$ cat config.mk
export PLATFORM = sky130hd
export DESIGN_NAME = seg_scan_decoder
export DESIGN_NICKNAME = d
export VERILOG_FILES = /design/src/rtl/seg_scan_pkg.sv /design/src/rtl/seg_scan_decoder_lookup.sv /design/src/rtl/seg_scan_decoder.sv
export SDC_FILE = /design/constraint.sdc
export NUM_CORES = 1
export LEC_CHECK = 0
export ABC_AREA = 0
export CAP_MARGIN = 25
export CORE_MARGIN = 4
export CORE_UTILIZATION = 55
export DETAILED_ROUTE_END_ITERATION = 10
export GPL_TIMING_DRIVEN = 0
export MAX_ROUTING_LAYER = met4
export PLACE_DENSITY_LB_ADDON = 0.3
export SLEW_MARGIN = 20
export SYNTH_ARGS = -nofsm -noshare
export SYNTH_HDL_FRONTEND = slang
export SYNTH_SLANG_ARGS = --single-unit
$ cat constraint.sdc
create_clock -name clk -period 3.9 [get_ports clk]
set_input_delay 0.78 -clock clk [delete_from_list [all_inputs] [get_ports clk]]
set_output_delay 0.78 -clock clk [all_outputs]
set_load 0.005 [all_outputs]
$ cat src/rtl/seg_scan_pkg.sv
// seg_scan_pkg: shared definitions for the 7-segment scan decoder.
//   HEX_PAT   : seg[6:0] patterns (active low, g..a) for hex digits 0..F
//   SEG_BLANK : all segments dark
//   scan_state_e : stability FSM states
package seg_scan_pkg;

   localparam logic [6:0] SEG_BLANK = 7'h7F;

   localparam logic [6:0] HEX_PAT [16] = '{
      7'h40, 7'h79, 7'h24, 7'h30, 7'h19, 7'h12, 7'h02, 7'h78,
      7'h00, 7'h18, 7'h08, 7'h03, 7'h46, 7'h21, 7'h06, 7'h0E
   };

   typedef enum logic {
      SETTLE = 1'b0,
      HOLD   = 1'b1
   } scan_state_e;

endpackage

$ cat src/rtl/seg_scan_decoder_lookup.sv
// seg_pattern_lookup: combinational reverse lookup of a 7-segment pattern.
//   seg   in  7  segment pattern, active low, bits 6..0 = g..a
//   code  out 4  hex value of the pattern (0 when not a hex pattern)
//   hit   out 1  pattern is one of the 16 hex glyphs
//   blank out 1  pattern has every segment dark
module seg_pattern_lookup
   import seg_scan_pkg::*;
(
   input  logic [6:0] seg,
   output logic [3:0] code,
   output logic       hit,
   output logic       blank
);

   always_comb begin
      code = '0;
      hit  = 1'b0;
      for (int i = 0; i < 16; i++) begin
         if (seg == HEX_PAT[i]) begin
            code = 4'(i);
            hit  = 1'b1;
         end
      end
   end

   assign blank = (seg == SEG_BLANK);

endmodule

$ cat src/rtl/seg_scan_decoder.sv
// seg_scan_decoder: rebuilds 8 hex digits + decimal points from a multiplexed
// active-low 7-segment scan bus. A {seg,an} sample is committed once it has
// been stable for STABLE_CYCLES consecutive edges after a change.
//   clk, rst      clock, synchronous active-high reset
//   seg_in[7:0]   segments, active low, bit7 = dp, bits6..0 = g..a
//   an_in[7:0]    anode selects, active low, bit i = digit i
//   digits[31:0]  digit i code at [4i+3:4i]
//   dig_valid[7:0], dp[7:0]  per-digit valid / decimal point lit
//   upd, upd_pos  commit pulse for hex/blank digit, position of last commit
//   err_pattern, err_multi_an  one-cycle error pulses
// Optional build macro SEG_STALE_EN: per-digit age counters that drop
// dig_valid after STALE_CYCLES edges without a commit to that digit.
//
// state  | meaning
// SETTLE | sample changed recently, counting identical samples
// HOLD   | current sample already committed, wait for a change
module seg_scan_decoder
   import seg_scan_pkg::*;
#(
   parameter int STABLE_CYCLES = 4,
   parameter int STALE_CYCLES  = 100_000_000
) (
   input  logic        clk,
   input  logic        rst,
   input  logic [7:0]  seg_in,
   input  logic [7:0]  an_in,
   output logic [31:0] digits,
   output logic [7:0]  dig_valid,
   output logic [7:0]  dp,
   output logic        upd,
   output logic [2:0]  upd_pos,
   output logic        err_pattern,
   output logic        err_multi_an
);

   localparam int CW = $clog2(STABLE_CYCLES + 1);

   if (STABLE_CYCLES < 1 || STALE_CYCLES < 1) begin : g_bad_params
      $error("seg_scan_decoder: STABLE_CYCLES and STALE_CYCLES must be >= 1");
   end

   logic [15:0]   in_q, in_d;
   logic [CW-1:0] cnt_q, cnt_d;
   scan_state_e   state_q, state_d;
   logic          commit;

   logic [7:0][3:0] digits_q, digits_d;
   logic [7:0]      valid_q, valid_d;
   logic [7:0]      dp_q, dp_d;
   logic            upd_q, upd_d;
   logic [2:0]      upd_pos_q, upd_pos_d;
   logic            err_pattern_q, err_pattern_d;
   logic            err_multi_q, err_multi_d;

   logic [7:0] an_low;
   logic       any_low, one_hot;
   logic [2:0] pos;
   logic [3:0] code;
   logic       hit, blank;

   // state register
   always_ff @(posedge clk) begin
      if (rst) begin
         in_q    <= 16'hFFFF;
         cnt_q   <= '0;
         state_q <= SETTLE;
      end else begin
         in_q    <= in_d;
         cnt_q   <= cnt_d;
         state_q <= state_d;
      end
   end

   // next state: the count restarts on any sample change and saturates, so
   // the STABLE_CYCLES-1 -> STABLE_CYCLES step happens once per stable period
   always_comb begin
      in_d    = {seg_in, an_in};
      cnt_d   = cnt_q;
      state_d = state_q;
      commit  = 1'b0;
      if ({seg_in, an_in} != in_q) begin
         cnt_d   = '0;
         state_d = SETTLE;
      end else begin
         if (cnt_q != CW'(STABLE_CYCLES))
            cnt_d = cnt_q + 1'b1;
         if (state_q == SETTLE && cnt_q == CW'(STABLE_CYCLES - 1)) begin
            commit  = 1'b1;
            state_d = HOLD;
         end
      end
   end

   seg_pattern_lookup u_lookup (
      .seg   (in_q[14:8]),
      .code  (code),
      .hit   (hit),
      .blank (blank)
   );

   assign an_low  = ~in_q[7:0];
   assign any_low = |an_low;
   assign one_hot = any_low && ((an_low & (an_low - 8'd1)) == 8'd0);

   always_comb begin
      pos = '0;
      for (int i = 0; i < 8; i++)
         if (an_low[i]) pos = 3'(i);
   end

`ifdef SEG_STALE_EN
   localparam int AW = $clog2(STALE_CYCLES + 1);
   logic [AW-1:0] age_q [8];
   logic [AW-1:0] age_d [8];
`endif

   // outputs / digit storage
   always_comb begin
      digits_d      = digits_q;
      valid_d       = valid_q;
      dp_d          = dp_q;
      upd_d         = 1'b0;
      upd_pos_d     = upd_pos_q;
      err_pattern_d = 1'b0;
      err_multi_d   = 1'b0;
      if (commit && any_low) begin
         if (!one_hot) begin
            err_multi_d = 1'b1;
         end else begin
            upd_pos_d = pos;
            if (hit) begin
               digits_d[pos] = code;
               valid_d[pos]  = 1'b1;
               dp_d[pos]     = ~in_q[15];
               upd_d         = 1'b1;
            end else if (blank) begin
               valid_d[pos] = 1'b0;
               dp_d[pos]    = ~in_q[15];
               upd_d        = 1'b1;
            end else begin
               valid_d[pos]  = 1'b0;
               err_pattern_d = 1'b1;
            end
         end
      end
`ifdef SEG_STALE_EN
      for (int i = 0; i < 8; i++) begin
         age_d[i] = age_q[i];
         if (commit && one_hot && pos == 3'(i))
            age_d[i] = '0;
         else if (age_q[i] != AW'(STALE_CYCLES))
            age_d[i] = age_q[i] + 1'b1;
         if (age_d[i] == AW'(STALE_CYCLES))
            valid_d[i] = 1'b0;
      end
`endif
   end

   always_ff @(posedge clk) begin
      if (rst) begin
         digits_q      <= '0;
         valid_q       <= '0;
         dp_q          <= '0;
         upd_q         <= 1'b0;
         upd_pos_q     <= '0;
         err_pattern_q <= 1'b0;
         err_multi_q   <= 1'b0;
`ifdef SEG_STALE_EN
         for (int i = 0; i < 8; i++) age_q[i] <= '0;
`endif
      end else begin
         digits_q      <= digits_d;
         valid_q       <= valid_d;
         dp_q          <= dp_d;
         upd_q         <= upd_d;
         upd_pos_q     <= upd_pos_d;
         err_pattern_q <= err_pattern_d;
         err_multi_q   <= err_multi_d;
`ifdef SEG_STALE_EN
         for (int i = 0; i < 8; i++) age_q[i] <= age_d[i];
`endif
      end
   end

   assign digits       = digits_q;
   assign dig_valid    = valid_q;
   assign dp           = dp_q;
   assign upd          = upd_q;
   assign upd_pos      = upd_pos_q;
   assign err_pattern  = err_pattern_q;
   assign err_multi_an = err_multi_q;

endmodule

After elaboration in Yosys (flattened, before gate mapping). Cells that the tools add are included.

$lt $le $gt $ge: 2. Equal/unequal tests: 19. Muxes and demuxes: 53. Add/sub/neg operators: 2. Reduce and logical (&&, ||, !) cells: 15. Bitwise gates (word level): 9.

Operator list (count): two-way mux 4 bit (9); == test 7 bit (second input constant) (5); bitwise mux 32 bit (1); two-way mux 3 bit (10); two-way mux 1 bit (25); two-way mux 8 bit (3); == test 7 x 5 -> 1 bit (second input constant) (3); == test 7 x 6 -> 1 bit (second input constant) (3); bitwise AND 8 bit (2); != test 16 bit (1); inverter 8 bit (2); == test 7 x 2 -> 1 bit (second input constant) (2); == test 7 x 4 -> 1 bit (second input constant) (2); demux 4 bit (select 3 bit) (1); bitwise mux 8 bit (1); zero test 8 bit (1); OR 8 bit (1); OR reduction 8 bit (1); subtractor 8 x 1 -> 8 bit (second input constant) (1); == test 7 x 3 -> 1 bit (second input constant) (1); zero test 7 bit (1); AND reduction 3 bit (2); logical AND 1 bit (4); less-than comparator 3 x 4 -> 1 bit (second input constant) (1); other kinds (12) (17).

Input port bits: 18. Flip-flop bits (word level): 74. Word-level logic and storage cells: 117. Output and inout bits: 54.

Longest topological paths before layout. Gate-level depths: netlist of run 1.

Word-level depth: 19. Gate-level depth with buffers: 10. Gate-level depth less buffers: 9.

Cells and area by module. Synthesis of run 1 repeated with hierarchy kept, for this count alone.

Cells, all modules: 386. Area, all modules: 3585.9 um2.

By module, submodules not included: seg_scan_decoder (instances 1, seq. area each 1481.4 um2, area each 3181.8 um2, cells each 330); seg_pattern_lookup (instances 1, seq. area each 0.0 um2, area each 404.1 um2, cells each 56).

Worst setup path before layout of run 1. No wires, ideal clock.

Path kind: in2reg. Start point: in seg_in[6]. End point: reg (tool-made name). Cell stages on the path: 8. Path slack: 1.558 ns. Data required time: 3.772 ns. Path buffers: 1. Arrival: 2.214 ns. Library setup time: 0.128 ns. Cells stage by stage: xnor2_1 -> nand4_1 -> nor4_4 -> and4_1 -> buf_4 -> and2_1 -> mux2i_1 -> nor2_1.

RTL lines: start, declared (RTL line seg_scan_decoder.sv:25) `input logic [7:0] seg_in,`.

Worst setup path in the final report of run 1.
Start point: in seg_in[6]. End point: reg digits_q, in the netlist digits[3].

Longest elaborated chain between the ends: 4.

Ends and longest elaborated chain: != test 16 bit (RTL line seg_scan_decoder.sv:81) `if ({seg_in, an_in} != in_q) begin`; two-way mux 1 bit (RTL line seg_scan_decoder.sv:81); logical AND 1 bit (RTL line seg_scan_decoder.sv:126) `if (commit && any_low) begin`; AND reduction 3 bit (no line); end signal, assigned (RTL line seg_scan_decoder.sv:172) `digits_q <= digits_d;`; end, declared (RTL line seg_scan_decoder.sv:47) `logic [7:0][3:0] digits_q, digits_d;`.

No other way between the ends. A chain may end at the register's enable or synchronous reset.

==> results of run 1 <==
worst reg2reg max path, delay by kind of cell, from the launching register on:
kind / cells / cell delay (ns)
AO/OA/AOI/OAI: 1 / 0.33
adder cells (fa/ha/maj): 2 / 0.32
flip-flops: 1 / 0.38
AND/OR/NAND/NOR: 6 / 1.31
where the power goes:
group	internal [uW]	switching, uW
sequential	764	7.28
combinational	61.7	82.6
clock	314	298
total	1140	388
through the flow:
step | worst slack [ns] | cell area (um2)
2_1_floorplan | 1.56 | 3490
3_3_place_gp | 0.784 | 4290
3_5_place_dp | 0.765 | 4290
4_1_cts | 1.12 | 4500
5_1_grt | 0.916 | 4500
6_report | 1.08 | 4500
kinds of logic after synthesis:
logic type | share of synthesized area
AOI/OAI and AO/OA | 0.140
xor gates and xnor gates | 0.0499
adders and majority gates | 0.0108
buffers and inverters | 0.0552
DFF | 0.425
muxes | 0.0803
and+or+nand+nor | 0.239
per-layer routing:
layer / routed length, um / global-route usage / part of all wire / vias to the layer above
met5: 0 / - / 0 / -
met4: 224 / 0.109 / 0.025 / 0
met3: 479 / 0.0640 / 0.053 / 27
met2: 4380 / 0.405 / 0.48 / 98
met1: 4010 / 0.317 / 0.44 / 1462
li1: - / - / - / 1521
synthesized netlist by cell type, types with 3 or more instances:
library cell / count
a32o_1: 5
mux2i_1: 28
buf_2: 13
o211ai_1: 4
a31oi_1: 6
nand4b_1: 4
or2_2: 17
o31ai_1: 3
ha_1: 3
buf_4: 6
inv_1: 9
nand3_1: 10
nor3b_1: 4
dfxtp_1: 74
xnor2_1: 16
nor2b_1: 6
o21ai_0: 10
nand4_1: 12
a311oi_1: 9
clkbuf_1: 8
and2_1: 6
nor2_1: 27
nand2_1: 42
a21oi_1: 15
worst paths after layout:
path	from	endpoint	slack (ns)	cells past startpoint
worst max-delay path	seg_in[6]	digits[3]	1.08	8
worst min-delay path	digits[13]	digits[13]	0.47	2
worst max register to register	cnt_q[0]	digits[3]	1.47	9
worst min register to register	digits[13]	digits[13]	0.47	2
area by class of cell:
cell class | instances | area [um2] | share of cell area
clock buffer | 10 | 138 | 0.0306
inverter | 11 | 41.3 | 0.00918
buffer | 28 | 151 | 0.0337
clock inverter | 6 | 66.3 | 0.0147
sequential | 74 | 1480 | 0.329
timing repair buffer | 71 | 711 | 0.158
tap | 75 | 93.8 | 0.0209
multi-input combinational | 271 | 1810 | 0.403
==> reports/qor.yml, run 1 <==
run_status: "finished, final reports clean"
core_area_um2: 6030
timing.critical_path.arrival_ns: 3.07
post-layout-total-power_uw: 1530
unrepaired_setup_endpoints_after_global_routing: "false"
via_count: 3108
die_area_um2: 7680
cts_max_level: 3
leading_cell_types_in_the_layout_fill_and_taps_excluded: "dfxtp_1, clkdlybuf4s50_1, nand2_1"
ys_warn_count: 0
utilization: 0.746
floorplan.die.width_um: 87.6
final.min_clock_period_ns: 2.82
boundaryPins: 72
critical_path.max_stage_delay_ns: 0.49
netlist_area_um2: 3490
timing.fmax_mhz: 355
portBuffers: 71
grt_max_degree: 14
clock_path_buffers: 2
tritoncts_num_sinks: 74
detailedRoute.firstPassIterationCount: 4
crit_slowest_cell: "clkdlybuf4s50_1"
synth_enable_flop_cells: 0
timing_worst_slew_pin_value_ns: 1.02
final_common_cell: "dfxtp_1"
fin_crit_sh: 0.722
synth-main-ff-cell: "dfxtp_1"
initial_utilization: 0.579
ys_seq_area_frac: 0.425
placer_s_final_routability_congestion_estimate: 0.908
grt_pass1_wl_mm: 15.0
post_layout_nonfiller_instances: 546
drt_first_iter_violations: 168
grt_pass1_vias: 3071
ir_worst_vdd_uv: 248
layout-drive-gt1-share: 0.136
fin_hold_ws_ns: 0.469
worst_path_most_repeated_cell: "nand2_1"
finalMaxSlewViolations: 0
synthesis.nets: 405
avgRoutedWirePerCell_um: 16.7
placed_cells_incl_taps: 530
worst-path-buf-inv: 1
grt_util_all_layers: 0.259
report.final.setup_viol: 0
cts_clock_pin_slew_for_the_worst_setup_and_hold_paths_ns: 0.08
post_synthesis_cells: 384
clockRootBuffer: "clkbuf_8"
synth_top_area_share: 0.425
worstPathCellList: "clkdlybuf4s50_1 -> xnor2_1 -> nand4_1 -> nor4_4 -> nand2_1 -> nor2_1 -> nand2_1 -> a32o_1"
drv_cap: 0
post_cts.repair.setup_buffers: 0
rows: 28
static-leakage-power_uw: 0.00175
grt_overflow_total: 0
final.setup_skew_ns: 0.0145
timing.setup.critical_path_class: "input pin to flip-flop"
critPathTopFamily: "simple AND/OR/NAND/NOR gates"
critPathLaunchType: "input pin"
remaining_drc_errors: 0
cts_buffers: 9
worst-path-max-fanout: 5
detailedPlacementHpwl_mm: 6.51
worstPathRequired_ns: 4.15
tritoncts_clock_tree: "yes"
grt_antenna_before_repair: 0
postRouteWirelength_mm: 9.09
ys_ff_latch: 74
finalHoldViolations: 0
routed_via_density: 5.69
synthesized_area_per_cell_um2: 9.08
antenna_cells: 0
critical_path.endpoint_type: "flip-flop"
layout.filler_cells: 466
postRouteAntennaNets: 0
power.density_cell_area_nw_per_um2: 340
final_nets: 487
synth_area_leader_cell: "dfxtp_1"
ys_top_cells_by_area: "dfxtp_1, mux2i_1, nand2_1"
die-height_um: 87.6
areaGrowthSynthToFinish_pct: 28.9
worst_skew_pair_latency_ns: 0.36
worst_hold_path_type: "flip-flop to flip-flop"
max_transition_margin: 0.316
asyncSetResetFlopFracSynth: 0
post_cts_hold_buffer_count: 0
synth_cell_types: 60
cts_repair_resize_count: 0
setup-tns-final_ns: 0
Note: power is estimated with default switching activity, not from simulation.
==> run 2: changes to the inputs <==
--- a/config.mk
+++ b/config.mk
@@ -8,7 +8,7 @@
 export ABC_AREA = 0
 export CAP_MARGIN = 25
 export CORE_MARGIN = 4
-export CORE_UTILIZATION = 55
+export CORE_UTILIZATION = 46
 export DETAILED_ROUTE_END_ITERATION = 10
 export GPL_TIMING_DRIVEN = 0
 export MAX_ROUTING_LAYER = met4
==> constraint.sdc (replaced) <==
create_clock -name clk -period 2.5 [get_ports clk]
set_input_delay 0.5 -clock clk [delete_from_list [all_inputs] [get_ports clk]]
set_output_delay 0.5 -clock clk [all_outputs]
set_load 0.005 [all_outputs]
==> run 2 against run 1 <==
  * Non-clock buffer count grew 2
  * Cell count grew 4.8%
  * Power rose by 68%
  * Largest power group unchanged
  * Register-to-register slack lost 1.3 ns
  * Hold slack worse by 0.064 ns
  * Setup slack worse by 0.97 ns
  * Combinational power grew 58%
  * Flip-flop and latch count stayed put
  * Core utilization down 11 points
==> reports/qor.yml, run 2 (synthesis results as in run 1) <==
worst_path_most_repeated_cell: "nand2_1"  # unchanged
fin_crit_sh: 0.953
critical_path.endpoint_type: "flip-flop"  # unchanged
clock_path_buffers: 2  # unchanged
ir_worst_vdd_uv: 292  # was 248 uV
critPathLaunchType: "input pin"  # unchanged
timing.critical_path.arrival_ns: 2.62  # was 3.07 ns
critical_path.max_stage_delay_ns: 0.52  # was 0.49 ns
detailedRoute.firstPassIterationCount: 4  # unchanged
final.setup_skew_ns: 0.0110  # was 0.0145 ns
timing.fmax_mhz: 420
worstPathCellList: "clkdlybuf4s50_1 -> xnor2_1 -> nand4_1 -> nor4_4 -> buf_4 -> nand2_1 -> nor2_2 -> nand2_1 -> a32o_1"  # was clkdlybuf4s50_1 -> xnor2_1 -> nand4_1 -> nor4_4 -> nand2_1 -> nor2_1 -> nand2_1 -> a32o_1
final.min_clock_period_ns: 2.38
worst_skew_pair_latency_ns: 0.35  # was 0.36 ns
run_status: "finished, final reports clean"  # unchanged
cts_clock_pin_slew_for_the_worst_setup_and_hold_paths_ns: 0.08  # about the same
routed_via_density: 5.45  # was 5.69
grt_antenna_before_repair: 0  # unchanged
grt_pass1_wl_mm: 14.2  # was 15.0 mm
core_area_um2: 7330  # was 6030 um2
grt_max_degree: 15  # was 14
die-height_um: 95.1  # was 87.6 um
boundaryPins: 72  # unchanged
die_area_um2: 9040  # was 7680 um2
finalHoldViolations: 0  # unchanged
final_nets: 489  # was 487
leading_cell_types_in_the_layout_fill_and_taps_excluded: "dfxtp_1, clkdlybuf4s50_1, nand2_1"  # unchanged
worst_hold_path_type: "input pin to flip-flop"  # was flip-flop to flip-flop
setup_ws_ns: 0.116  # was 1.08 ns
finalMaxSlewViolations: 0  # unchanged
layout-drive-gt1-share: 0.156  # was 0.136
rows: 31  # was 28
power.density_cell_area_nw_per_um2: 553  # was 340 nW/um2
grt_pass1_vias: 3015  # was 3071
areaGrowthSynthToFinish_pct: 33.4  # was 28.9%
timing_worst_slew_pin_value_ns: 0.828  # was 1.02 ns
drt_first_iter_violations: 200  # was 168
tritoncts_clock_tree: "yes"  # unchanged
postRouteAntennaNets: 0  # unchanged
via_count: 3116  # was 3108
tritoncts_num_sinks: 74  # unchanged
remaining_drc_errors: 0  # unchanged
detailedPlacementHpwl_mm: 6.35  # was 6.51 mm
worst-path-max-fanout: 5  # unchanged
placed_cells_incl_taps: 554  # was 530
drv_cap: 0  # unchanged
static-leakage-power_uw: 0.00185  # was 0.00175 uW
grt_util_all_layers: 0.205  # was 0.259
placer_s_final_routability_congestion_estimate: 0.925  # was 0.908
r2r.worst_path.cells: 9  # unchanged
post-place-ws_ns: -0.338  # was 0.765 ns
timing.setup.critical_path_class: "input pin to flip-flop"  # unchanged
postRouteWirelength_mm: 8.64  # was 9.09 mm
clockRootBuffer: "clkbuf_8"  # unchanged
hold_path_depth: 2  # unchanged
crit_slowest_cell: "clkdlybuf4s50_1"  # unchanged
max_transition_margin: 0.447  # was 0.316
cts_buffers: 9  # unchanged
worstPathRequired_ns: 2.74  # was 4.15 ns
grt_overflow_total: 0  # unchanged
portBuffers: 71  # unchanged
final_common_cell: "dfxtp_1"  # unchanged
avgRoutedWirePerCell_um: 15.1  # was 16.7 um
floorplan.die.width_um: 95.1  # was 87.6 um
cts_max_level: 3  # unchanged
antenna_cells: 0  # unchanged
report.final.setup_viol: 0  # unchanged
post_layout_nonfiller_instances: 572  # was 546
initial_utilization: 0.476  # was 0.579
## run 2: worst paths after layout
path                            slack (ns)  startpoint         end
worst max register to register        0.18    in_q[15]   digits[7]
worst min-delay path                  0.40   seg_in[5]    in_q[13]
worst min register to register        0.46  digits[29]  digits[29]
worst max-delay path                  0.12    an_in[0]   digits[7]
## run 2: critical path, delay by kind of cell
| kind | cells | cell delay (ns) |
|---|---|---|
| and+or+nand+nor | 5 | 0.95 |
| buffers and inverters | 2 | 0.71 |
| AOI/OAI and AO/OA | 1 | 0.31 |
| xor gates and xnor gates | 1 | 0.14 |
## run 2: power by group
part | internal (uW) | leakage (uW) | switching (uW) | total (uW)
registers | 1190 | 0.000601 | 10.9 | 1200
logic | 96.1 | 0.00113 | 132 | 228
clock network | 673 | 0.000121 | 469 | 1140
## run 2: area by class of cell
type                            count  area, um2
Clock inverter                      7        124
Sequential cell                    74       1480
Clock buffer                        9        124
Fill cell                         625       2680
Inverter                           11       41.3
Buffer                             28        156
Multi-Input combinational cell    271       1860
Tap cell                           99        124
Timing Repair Buffer               73        746
## run 2: timing repair
action / in CTS / in global routing
resized for setup: 1 / 18
endpoints found under the setup margin: 1 / 39
pin swaps: 0 / 9
gates cloned: 0 / 0
hold buffers: 0 / 0
setup buffers: 0 / 2
## run 2: routing by layer
metal  vias to the layer above  part of all wire  global-route usage
li1                       1528                 -                   -
met1                      1478              0.44               0.256
met2                        94              0.49               0.339
met3                        16             0.046              0.0316
met4                         0             0.017              0.0673
met5                         -                 0                   -
## run 2: stage by stage
stage	instance area, um2	total power (uW)	setup TNS [ns]	utilization	hold slack [ns]
after floorplan	3490	1380	0	-	0.440
after global placement	4320	1450	-9.73	0.590	0.447
after detailed placement	4320	1450	-11.16	0.590	0.454
after CTS	4570	2580	-0.00364	0.624	0.465
after global routing	4650	2670	-0.00678	0.635	0.416
final	4650	2570	0	0.635	0.405
